**src/rtl/if_stage_pkg.sv**
```systemverilog
// rtl/if_stage_pkg.sv - shared fetch-stage types, state encoding and defaults
package if_stage_pkg;

    typedef enum logic [1:0] {
        IDLE = 2'd0,
        REQ  = 2'd1,
        WAIT = 2'd2,
        DROP = 2'd3
    } fetch_state_e;

    localparam logic [31:0] RESET_PC_DEFAULT = 32'h0000_0000;
    localparam logic [31:0] WORD_ALIGN_MASK  = 32'hFFFF_FFFC;
    localparam int          ENTRY_W          = 65;

    // One buffered fetch: instruction word, its PC, predictor decision.
    typedef struct packed {
        logic [31:0] instr;
        logic [31:0] pc;
        logic        pred;
    } fetch_entry_t;

    function automatic logic [31:0] word_align(input logic [31:0] addr);
        return addr & WORD_ALIGN_MASK;
    endfunction

endpackage

```
**src/rtl/fetch_fifo.sv**
```systemverilog
// rtl/fetch_fifo.sv - fetched-instruction buffer between fetch and decode
//
// Ports:
//   clk, reset_n      clock, synchronous active-low reset
//   flush_i           empty the buffer this cycle (overrides push/pop)
//   push_i, push_data_i  write one entry
//   pop_i             drop the head entry (caller only pops when not empty)
//   count_o           number of valid entries
//   empty_o           no valid entries
//   head_o            head entry, all zeros while empty
module fetch_fifo
    import if_stage_pkg::*;
#(
    parameter int DEPTH = 2,
    parameter int CNT_W = $clog2(DEPTH) + 1
) (
    input  logic               clk,
    input  logic               reset_n,
    input  logic               flush_i,
    input  logic               push_i,
    input  logic [ENTRY_W-1:0] push_data_i,
    input  logic               pop_i,
    output logic [CNT_W-1:0]   count_o,
    output logic               empty_o,
    output logic [ENTRY_W-1:0] head_o
);

    localparam int PTR_W = $clog2(DEPTH);

    logic [ENTRY_W-1:0] mem_q [DEPTH];
    logic [ENTRY_W-1:0] mem_d [DEPTH];
    logic [PTR_W-1:0]   wr_ptr_q, wr_ptr_d;
    logic [PTR_W-1:0]   rd_ptr_q, rd_ptr_d;
    logic [CNT_W-1:0]   count_q, count_d;

    // DEPTH is a power of two, so pointer increments wrap on their own.
    always_comb begin
        mem_d    = mem_q;
        wr_ptr_d = wr_ptr_q;
        rd_ptr_d = rd_ptr_q;
        count_d  = count_q;
        if (flush_i) begin
            wr_ptr_d = '0;
            rd_ptr_d = '0;
            count_d  = '0;
        end else begin
            if (push_i) begin
                mem_d[wr_ptr_q] = push_data_i;
                wr_ptr_d        = wr_ptr_q + PTR_W'(1);
            end
            if (pop_i) begin
                rd_ptr_d = rd_ptr_q + PTR_W'(1);
            end
            count_d = count_q + CNT_W'(push_i) - CNT_W'(pop_i);
        end
    end

    always_ff @(posedge clk) begin
        if (!reset_n) begin
            wr_ptr_q <= '0;
            rd_ptr_q <= '0;
            count_q  <= '0;
        end else begin
            wr_ptr_q <= wr_ptr_d;
            rd_ptr_q <= rd_ptr_d;
            count_q  <= count_d;
        end
    end

    // Storage needs no reset: the head is masked while the buffer is empty.
    always_ff @(posedge clk) begin
        mem_q <= mem_d;
    end

    assign count_o = count_q;
    assign empty_o = (count_q == '0);
    assign head_o  = empty_o ? '0 : mem_q[rd_ptr_q];

endmodule

```
**src/rtl/if_stage.sv**
```systemverilog
// rtl/if_stage.sv - instruction fetch stage with single outstanding request
//
// Ports:
//   clk, reset_n                         clock, synchronous active-low reset
//   imem_req_valid_o/ready_i, imem_addr_o fetch request to instruction memory
//   imem_rsp_valid_i, imem_rsp_data_i     returned instruction word
//   pred_instr_o, pred_pc_o               word and PC offered to the predictor
//   br_pred_i, new_pc_pred_i              predictor answer, same cycle
//   redirect_i, redirect_pc_i             restart fetch from execute
//   if_valid_o/if_ready_i                 decode handshake
//   if_instr_o, if_pc_o, if_pred_taken_o  head entry towards decode
module if_stage
    import if_stage_pkg::*;
#(
    parameter logic [31:0] RESET_PC   = RESET_PC_DEFAULT,
    parameter int          FIFO_DEPTH = 2
) (
    input  logic        clk,
    input  logic        reset_n,
    output logic        imem_req_valid_o,
    input  logic        imem_req_ready_i,
    output logic [31:0] imem_addr_o,
    input  logic        imem_rsp_valid_i,
    input  logic [31:0] imem_rsp_data_i,
    output logic [31:0] pred_instr_o,
    output logic [31:0] pred_pc_o,
    input  logic        br_pred_i,
    input  logic [31:0] new_pc_pred_i,
    input  logic        redirect_i,
    input  logic [31:0] redirect_pc_i,
    output logic        if_valid_o,
    input  logic        if_ready_i,
    output logic [31:0] if_instr_o,
    output logic [31:0] if_pc_o,
    output logic        if_pred_taken_o
);

    localparam int CNT_W = $clog2(FIFO_DEPTH) + 1;

    fetch_state_e     state_q, state_d;
    logic [31:0]      pc_q, pc_d;
    logic             req_hs;
    logic             fifo_push, fifo_pop, fifo_flush, fifo_empty;
    logic [CNT_W-1:0] fifo_count, cnt_after_pop, cnt_after_push;
    fetch_entry_t     push_entry, head_entry;
    logic [ENTRY_W-1:0] head_bits;

    // State resets to REQ, but the request is held low until reset is released.
    assign imem_req_valid_o = reset_n && (state_q == REQ);
    assign imem_addr_o      = pc_q;
    assign req_hs           = imem_req_valid_o && imem_req_ready_i;

    // While waiting, pc_q still holds the address of the outstanding request.
    assign pred_instr_o = imem_rsp_data_i;
    assign pred_pc_o    = pc_q;

    assign if_valid_o     = !fifo_empty;
    assign fifo_pop       = if_valid_o && if_ready_i;
    assign cnt_after_pop  = fifo_count - CNT_W'(fifo_pop);
    assign cnt_after_push = cnt_after_pop + CNT_W'(1);

    always_comb begin
        state_d    = state_q;
        pc_d       = pc_q;
        fifo_push  = 1'b0;
        fifo_flush = 1'b0;
        push_entry = '{instr: imem_rsp_data_i, pc: pc_q, pred: br_pred_i};

        case (state_q)
            IDLE: begin
                if (cnt_after_pop < CNT_W'(FIFO_DEPTH)) state_d = REQ;
            end
            REQ: begin
                if (req_hs) state_d = WAIT;
            end
            WAIT: begin
                if (imem_rsp_valid_i) begin
                    fifo_push = 1'b1;
                    pc_d      = br_pred_i ? word_align(new_pc_pred_i) : pc_q + 32'd4;
                    state_d   = (cnt_after_push < CNT_W'(FIFO_DEPTH)) ? REQ : IDLE;
                end
            end
            DROP: begin
                if (imem_rsp_valid_i) state_d = REQ;
            end
            default: state_d = REQ;
        endcase

        // Redirect overrides everything above. Any request already accepted by
        // memory must have its response swallowed in DROP before refetching.
        if (redirect_i) begin
            fifo_flush = 1'b1;
            fifo_push  = 1'b0;
            pc_d       = word_align(redirect_pc_i);
            case (state_q)
                WAIT:    state_d = imem_rsp_valid_i ? REQ : DROP;
                REQ:     state_d = req_hs ? DROP : REQ;
                // A stale response arriving with the redirect still retires the
                // outstanding request; staying in DROP would then never leave.
                DROP:    state_d = imem_rsp_valid_i ? REQ : DROP;
                default: state_d = REQ;
            endcase
        end
    end

    always_ff @(posedge clk) begin
        if (!reset_n) begin
            state_q <= REQ;
            pc_q    <= RESET_PC;
        end else begin
            state_q <= state_d;
            pc_q    <= pc_d;
        end
    end

    fetch_fifo #(
        .DEPTH (FIFO_DEPTH),
        .CNT_W (CNT_W)
    ) u_fetch_fifo (
        .clk         (clk),
        .reset_n     (reset_n),
        .flush_i     (fifo_flush),
        .push_i      (fifo_push),
        .push_data_i (push_entry),
        .pop_i       (fifo_pop),
        .count_o     (fifo_count),
        .empty_o     (fifo_empty),
        .head_o      (head_bits)
    );

    assign head_entry      = fetch_entry_t'(head_bits);
    assign if_instr_o      = head_entry.instr;
    assign if_pc_o         = head_entry.pc;
    assign if_pred_taken_o = head_entry.pred;

endmodule

```
**config.mk**
```make
export PLATFORM = sky130hd
export DESIGN_NAME = if_stage
export DESIGN_NICKNAME = d
export VERILOG_FILES = /design/src/rtl/if_stage_pkg.sv /design/src/rtl/fetch_fifo.sv /design/src/rtl/if_stage.sv
export SDC_FILE = /design/constraint.sdc
export NUM_CORES = 1
export LEC_CHECK = 0
export ABC_AREA = 1
export BUFFER_PORTS_ARGS = -buffer_cell sky130_fd_sc_hd__clkbuf_2
export CAP_MARGIN = 20
export CORE_UTILIZATION = 35
export DETAILED_ROUTE_END_ITERATION = 10
export PLACE_DENSITY = 0.71
export SYNTH_ARGS = -nofsm -noshare
export SYNTH_HDL_FRONTEND = slang
export SYNTH_SLANG_ARGS = --single-unit
```
**constraint.sdc**
```tcl
create_clock -name clk -period 4.3 [get_ports clk]
set_clock_uncertainty 0.2 [all_clocks]
set_input_delay 0.645 -clock clk [delete_from_list [all_inputs] [get_ports clk]]
set_output_delay 0.645 -clock clk [all_outputs]
set_load 0.02 [all_outputs]
```
# Word-level counts from Yosys, hierarchy flattened
# Cells that the tools add are included.
[classes] n_mul=0 add_sub_neg=7 n_bitwise=4 n_lt_le_gt_ge=5 shift=0 n_eq_ne=7 mux=25 reduce_logical=16 n_div=0
[ops] op="2-to-1 mux 65 bit" n=5
[ops] op="bitwise mux 130 bit" n=1
[ops] op="2-to-1 mux 32 bit" n=4
[ops] op="demux 65 bit (select 1 bit)" n=1
[ops] op="adder 32 x 3 -> 32 bit, second input constant" n=1
[ops] op="2-to-1 mux 2 bit" n=7
[ops] op="!= test 3 bit, second input constant" n=4
[ops] op="case mux 2 bit (4 select lines)" n=1
[ops] op="AND reduction 2 bit" n=3
[ops] op="OR reduction 2 bit" n=3
[ops] op="2-to-1 mux 1 bit" n=5
[ops] op="== test 2 bit, second input constant" n=2
[ops] op="greater-or-equal comparator 2 bit, second input constant" n=2
[ops] op="logical AND 1 bit" n=4
[ops] op="zero test 2 bit" n=2
[ops] op="less-than comparator 2 bit, second input constant" n=2
[ops] op="NOT 1 -> 2 bit" n=2
[ops] op="case mux 2 bit (2 select lines)" n=1
[ops] op="AND reduction 4 bit" n=1
[ops] op="nonzero test 2 bit" n=2
[ops] op="subtractor 2 x 1 -> 2 bit" n=2
[ops] op="adder 1 bit, second input constant" n=2
[ops] op="adder 2 x 1 -> 2 bit" n=1
[ops] op="adder 2 x 1 -> 2 bit, second input constant" n=1
[ops] op="4 further kinds" n=5
[totals] romBits=0 out_inout_bits=163 ram_bits=0 elab_cells=72 mem_count=0 input_bits=103 latch_bits=0 regBits=168

# Depth between registers and ports, before layout
[logic_depth] depth_word=10 mapped_depth=10 depth_no_buf=10

# Modules after synthesis
# A second synthesis with hierarchy kept.
[hier_totals] cells_unflattened=936 area_unflattened_um2=8237.9
[modules_own_cells] mod="fetch_fifo" cells_per_inst=376 n_inst=1 seq_area_each_um2=3983.8 area_each_um2=5046.1
[modules_own_cells] mod="if_stage" cells_per_inst=560 n_inst=1 seq_area_each_um2=640.6 area_each_um2=3191.8

# Least setup slack after synthesis
# OpenSTA, ideal clock, no wires.
[synth_timing] path_kind="input-to-reg" from="input port redirect_i" to="register u_fetch_fifo.mem_q[0] (netlist name) (enable)" t_required_ps=3615 setup_ps=485 cell_stages=4 arrival_ps=3704 setup_slack_ps=-88 cell_sequence="inv_1 -> nand3_1 -> clkbuf_1 -> nor2_1"
[synth_via] elab_chain_cells=3
[synth_lines] item="from (decl)" line_no="if_stage.sv:29" rtl="input logic redirect_i,"
[synth_lines] item="2-to-1 mux 1 bit" line_no="if_stage.sv:91" rtl="if (redirect_i) begin"
[synth_lines] item="NOT 1 bit (no source line)"
[synth_lines] item="AND reduction 2 bit (no source line) (*)"
[synth_lines] item="to (signal assigned)" line_no="fetch_fifo.sv:72" rtl="mem_q <= mem_d;"
[synth_lines] item="to (decl)" line_no="fetch_fifo.sv:30" rtl="logic [ENTRY_W-1:0] mem_q [DEPTH];"
# Mark *: on every way between the ends. The rest lies on a longest branch, timed or not.
# A chain may end at the register's enable or synchronous reset.

# Final worst setup path
[layout_timing] from="register u_fetch_fifo.rd_ptr_q" to="output port if_pc_o[15]"
[layout_via] elab_chain_cells=5
[layout_lines] item="from (decl)" line_no="fetch_fifo.sv:33" rtl="logic [PTR_W-1:0] rd_ptr_q, rd_ptr_d;"
[layout_lines] item="from (signal assigned)" line_no="fetch_fifo.sv:65" rtl="rd_ptr_q <= rd_ptr_d;"
[layout_lines] item="NOT 1 -> 2 bit (implied by the code)" line_no="fetch_fifo.sv:77" rtl="assign head_o = empty_o ? '0 : mem_q[rd_ptr_q];"
[layout_lines] item="2-to-1 mux 65 bit (implied by the code) (3 in a row)" line_no="fetch_fifo.sv:77"
[layout_lines] item="2-to-1 mux 65 bit" line_no="fetch_fifo.sv:77"
[layout_lines] item="to (decl)" line_no="if_stage.sv:34" rtl="output logic [31:0] if_pc_o,"
# No other way between the ends. The select of a mux whose other input is x is not followed.

==> impl_metrics.py <==
metrics = {
    "run_status": {
        "run_status": "completed",
    },
    "floorplanning": {
        "initial_utilization": 0.3571,
        "die_w_microns": 154.0,
        "dieHeight_microns": 154.0,
        "ioPinCount": 266,
        "core_sq_um": 22640,
        "die_area_sq_um": 23710,
        "rows": 55,
    },
    "timing": {
        "finalWorstSetupSlack_ns": 1.215,
        "setup-tns-final_ns": 0,
        "fin_crit_sh": 0.7175,
        "max-slew-margin-rel": 0.3474,
        "timing.final.hold_violations": 0,
        "max_freq_mhz": 324.1,
        "period_needed_ns": 3.085,
        "tightest_slew_ns": 0.9774,
        "finalMaxSlewViolations": 0,
        "rsz0062_at_grt": "false",
        "finalSetupViolCount": 0,
    },
    "clocking": {
        "cts.clk_slew.worst_paths_ns": 0.07,
        "cts_resized": 0,
        "post_cts_buffers": 0,
        "htree_levels": 4,
        "clockBufferDepth": 2,
        "cts_root_buf": "clkbuf_16",
        "ctsHoldBuffers": 0,
        "clk_latency_ns": 0.43,
        "numCtsBuffers": 17,
        "cts_tree": "done",
        "cts.sinks": 162,
    },
    "layout": {
        "post_layout_nonfiller_instances": 1403,
        "area_growth_syn_to_layout_pct": 20.75,
        "antenna_cells": 0,
        "final_common_cell": "nand2_1",
        "final_cell_mix": "nand2_1, clkbuf_2, edfxtp_1",
        "final_nets": 1214,
        "drive_gt1_frac": 0.2889,
        "n_fill_cell": 2213,
    },
    "critical_path": {
        "path_class": "reg -> out",
        "regToRegStartpoint": "u_fetch_fifo.count_o[1]",
        "start_kind": "register",
        "endpoint_kind": "primary output",
        "crit_arrival_ns": 2.24,
        "path_max_fanout": 37,
        "cp.required_ns": 3.45,
        "crit_start": "u_fetch_fifo.rd_ptr_q",
    },
    "route": {
        "via_per_inst": 4.794,
        "antenna_left": 0,
        "first_iter_violations": 573,
        "vias": 6726,
        "first_pass_iters": 6,
        "drcViolationCount": 0,
        "wl_per_cell_microns": 16.04,
        "routed_wirelength_mm": 22.51,
    },
    "placed_design": {
        "port_buffers": 255,
        "dpl_worst_slack_ns": 1.252,
        "dp_cells": 1372,
        "dp.final_hpwl_mm": 15.41,
        "globalplace.congestion": 0.8810,
    },
    "pwr": {
        "p_per_area_nw_per_um2": 368.8,
        "irDropWorstVdd_mv": 0.2081,
        "leakagePower_nw": 4.054,
        "finalPower_w": 0.003601,
    },
    "worst_hold_path": {
        "worstHoldStart": "imem_rsp_data_i[10]",
        "hold_class": "in -> reg",
    },
    "logic_synthesis": {
        "ys_ff_latch": 162,
        "synth.avg_cell_area_sq_um": 8.750,
        "synth.cell_area_sq_um": 8085,
        "yosysSeqAreaShare": 0.5571,
        "yosysUniqueCellTypes": 36,
        "yosys_warnings": 0,
        "synthCells": 924,
    },
    "global_route": {
        "grt_pass1_vias": 6099,
        "grt_util_all_layers": 0.1914,
        "grt_overflow_total": 0,
        "grt_max_degree": 64,
        "antenna_found_initial": 0,
        "grt_pass1_wl_mm": 34.51,
    },
    "flow_run": {
        "cap_violations": 0,
    },
}
-- final cells by class --
cell class              count  area (sq um)  share of cell area
well taps                 285         356.6             0.03652
repair buffers            263          1361              0.1394
multi-input cells         597          2694              0.2759
clock inverters            14         176.4             0.01807
inverters                  65         244.0             0.02499
flip-flops and latches    162          4506              0.4615
clock buffers              17         425.4             0.04357
-- critical path, cell delays in order (launching register included) --
cell and delay (ns):
dfxtp_2 0.32, inv_2 0.54, buf_4 0.45, nand2_1 0.10
a21oi_1 0.17, clkbuf_2 0.20
-- registers in the layout (all words and copies together) (netlist names) --
name and cells:
imem_addr_o 30, u_fetch_fifo.wr_ptr_q 1, state_q 2, u_fetch_fifo.mem_q 126, u_fetch_fifo.rd_ptr_q 1, u_fetch_fifo.count_o 2
-- cells in the mapped netlist (all sizes together) --
library cell  number  area (sq um)
clkbuf            22         82.58
dlygate4sd1        1         8.760
buf               82         593.1
dfxtp             36         720.7
nand2            277          1060
ha                 5         62.56
clkinv             2         7.510
a31oi              7         43.79
edfxtp           126          3784
o21a               1         7.510
conb               1         3.750
o311ai             1         8.760
o21ai             36         180.2
a21oi             87         439.2
nor3b              1         7.510
or2                4         25.03
nor2             116         490.5
o211ai             1         7.510
xor2               3         26.28
nand4              3         18.77
xnor2              5         43.79
inv               63         236.5
nand3             43         220.2
a22oi              1         7.510
-- cells by family after synthesis --
family          share of synthesized area
buf+inv                            0.1148
compound gates                    0.08589
fa+ha+maj                        0.007738
xor+xnor                         0.008666
other cells                     0.0004638
flops                              0.5571
simple gates                       0.2253
-- path summary, 6_finish.rpt --
| kind | endpoint | slack, ns | depth (start not counted) |
|---|---|---|---|
| max reg2reg | u_fetch_fifo.count_o[1] | 1.75 | 10 |
| min reg2reg | state_q[0] | 0.34 | 2 |
| min | u_fetch_fifo.mem_q[43] | 0.22 | 1 |
| max | if_pc_o[15] | 1.21 | 5 |
-- power breakdown --
part | total (W) | internal (W) | switching [W]
combinational | 0.000274 | 0.0000976 | 0.000176
sequential | 0.00175 | 0.00170 | 0.0000476
clock | 0.00158 | 0.000920 | 0.000657
total | 0.00360 | 0.00272 | 0.000881
-- metrics by stage --
stage	hold WS, ns	util	area, sq um
finish	0.2213	0.4312	9763
global route	0.2062	0.4312	9763
CTS	0.2009	0.4312	9763
detailed placement	0.3235	0.4046	9161
global placement	0.3024	0.4046	9161
floorplan	0.2731	-	8109
-- routing by layer --
| metal | part of all wire | up-vias | GRT usage | wire (microns) |
|---|---|---|---|---|
| met4 | 0.018 | 0 | 0.06619 | 413 |
| li1 | - | 3326 | - | - |
| met2 | 0.47 | 284 | 0.3113 | 10560 |
| met5 | 0 | - | 0 | 0 |
| met1 | 0.45 | 3090 | 0.2602 | 10130 |
| met3 | 0.062 | 26 | 0.02818 | 1399 |
Note: power is estimated with default switching activity, not from simulation.
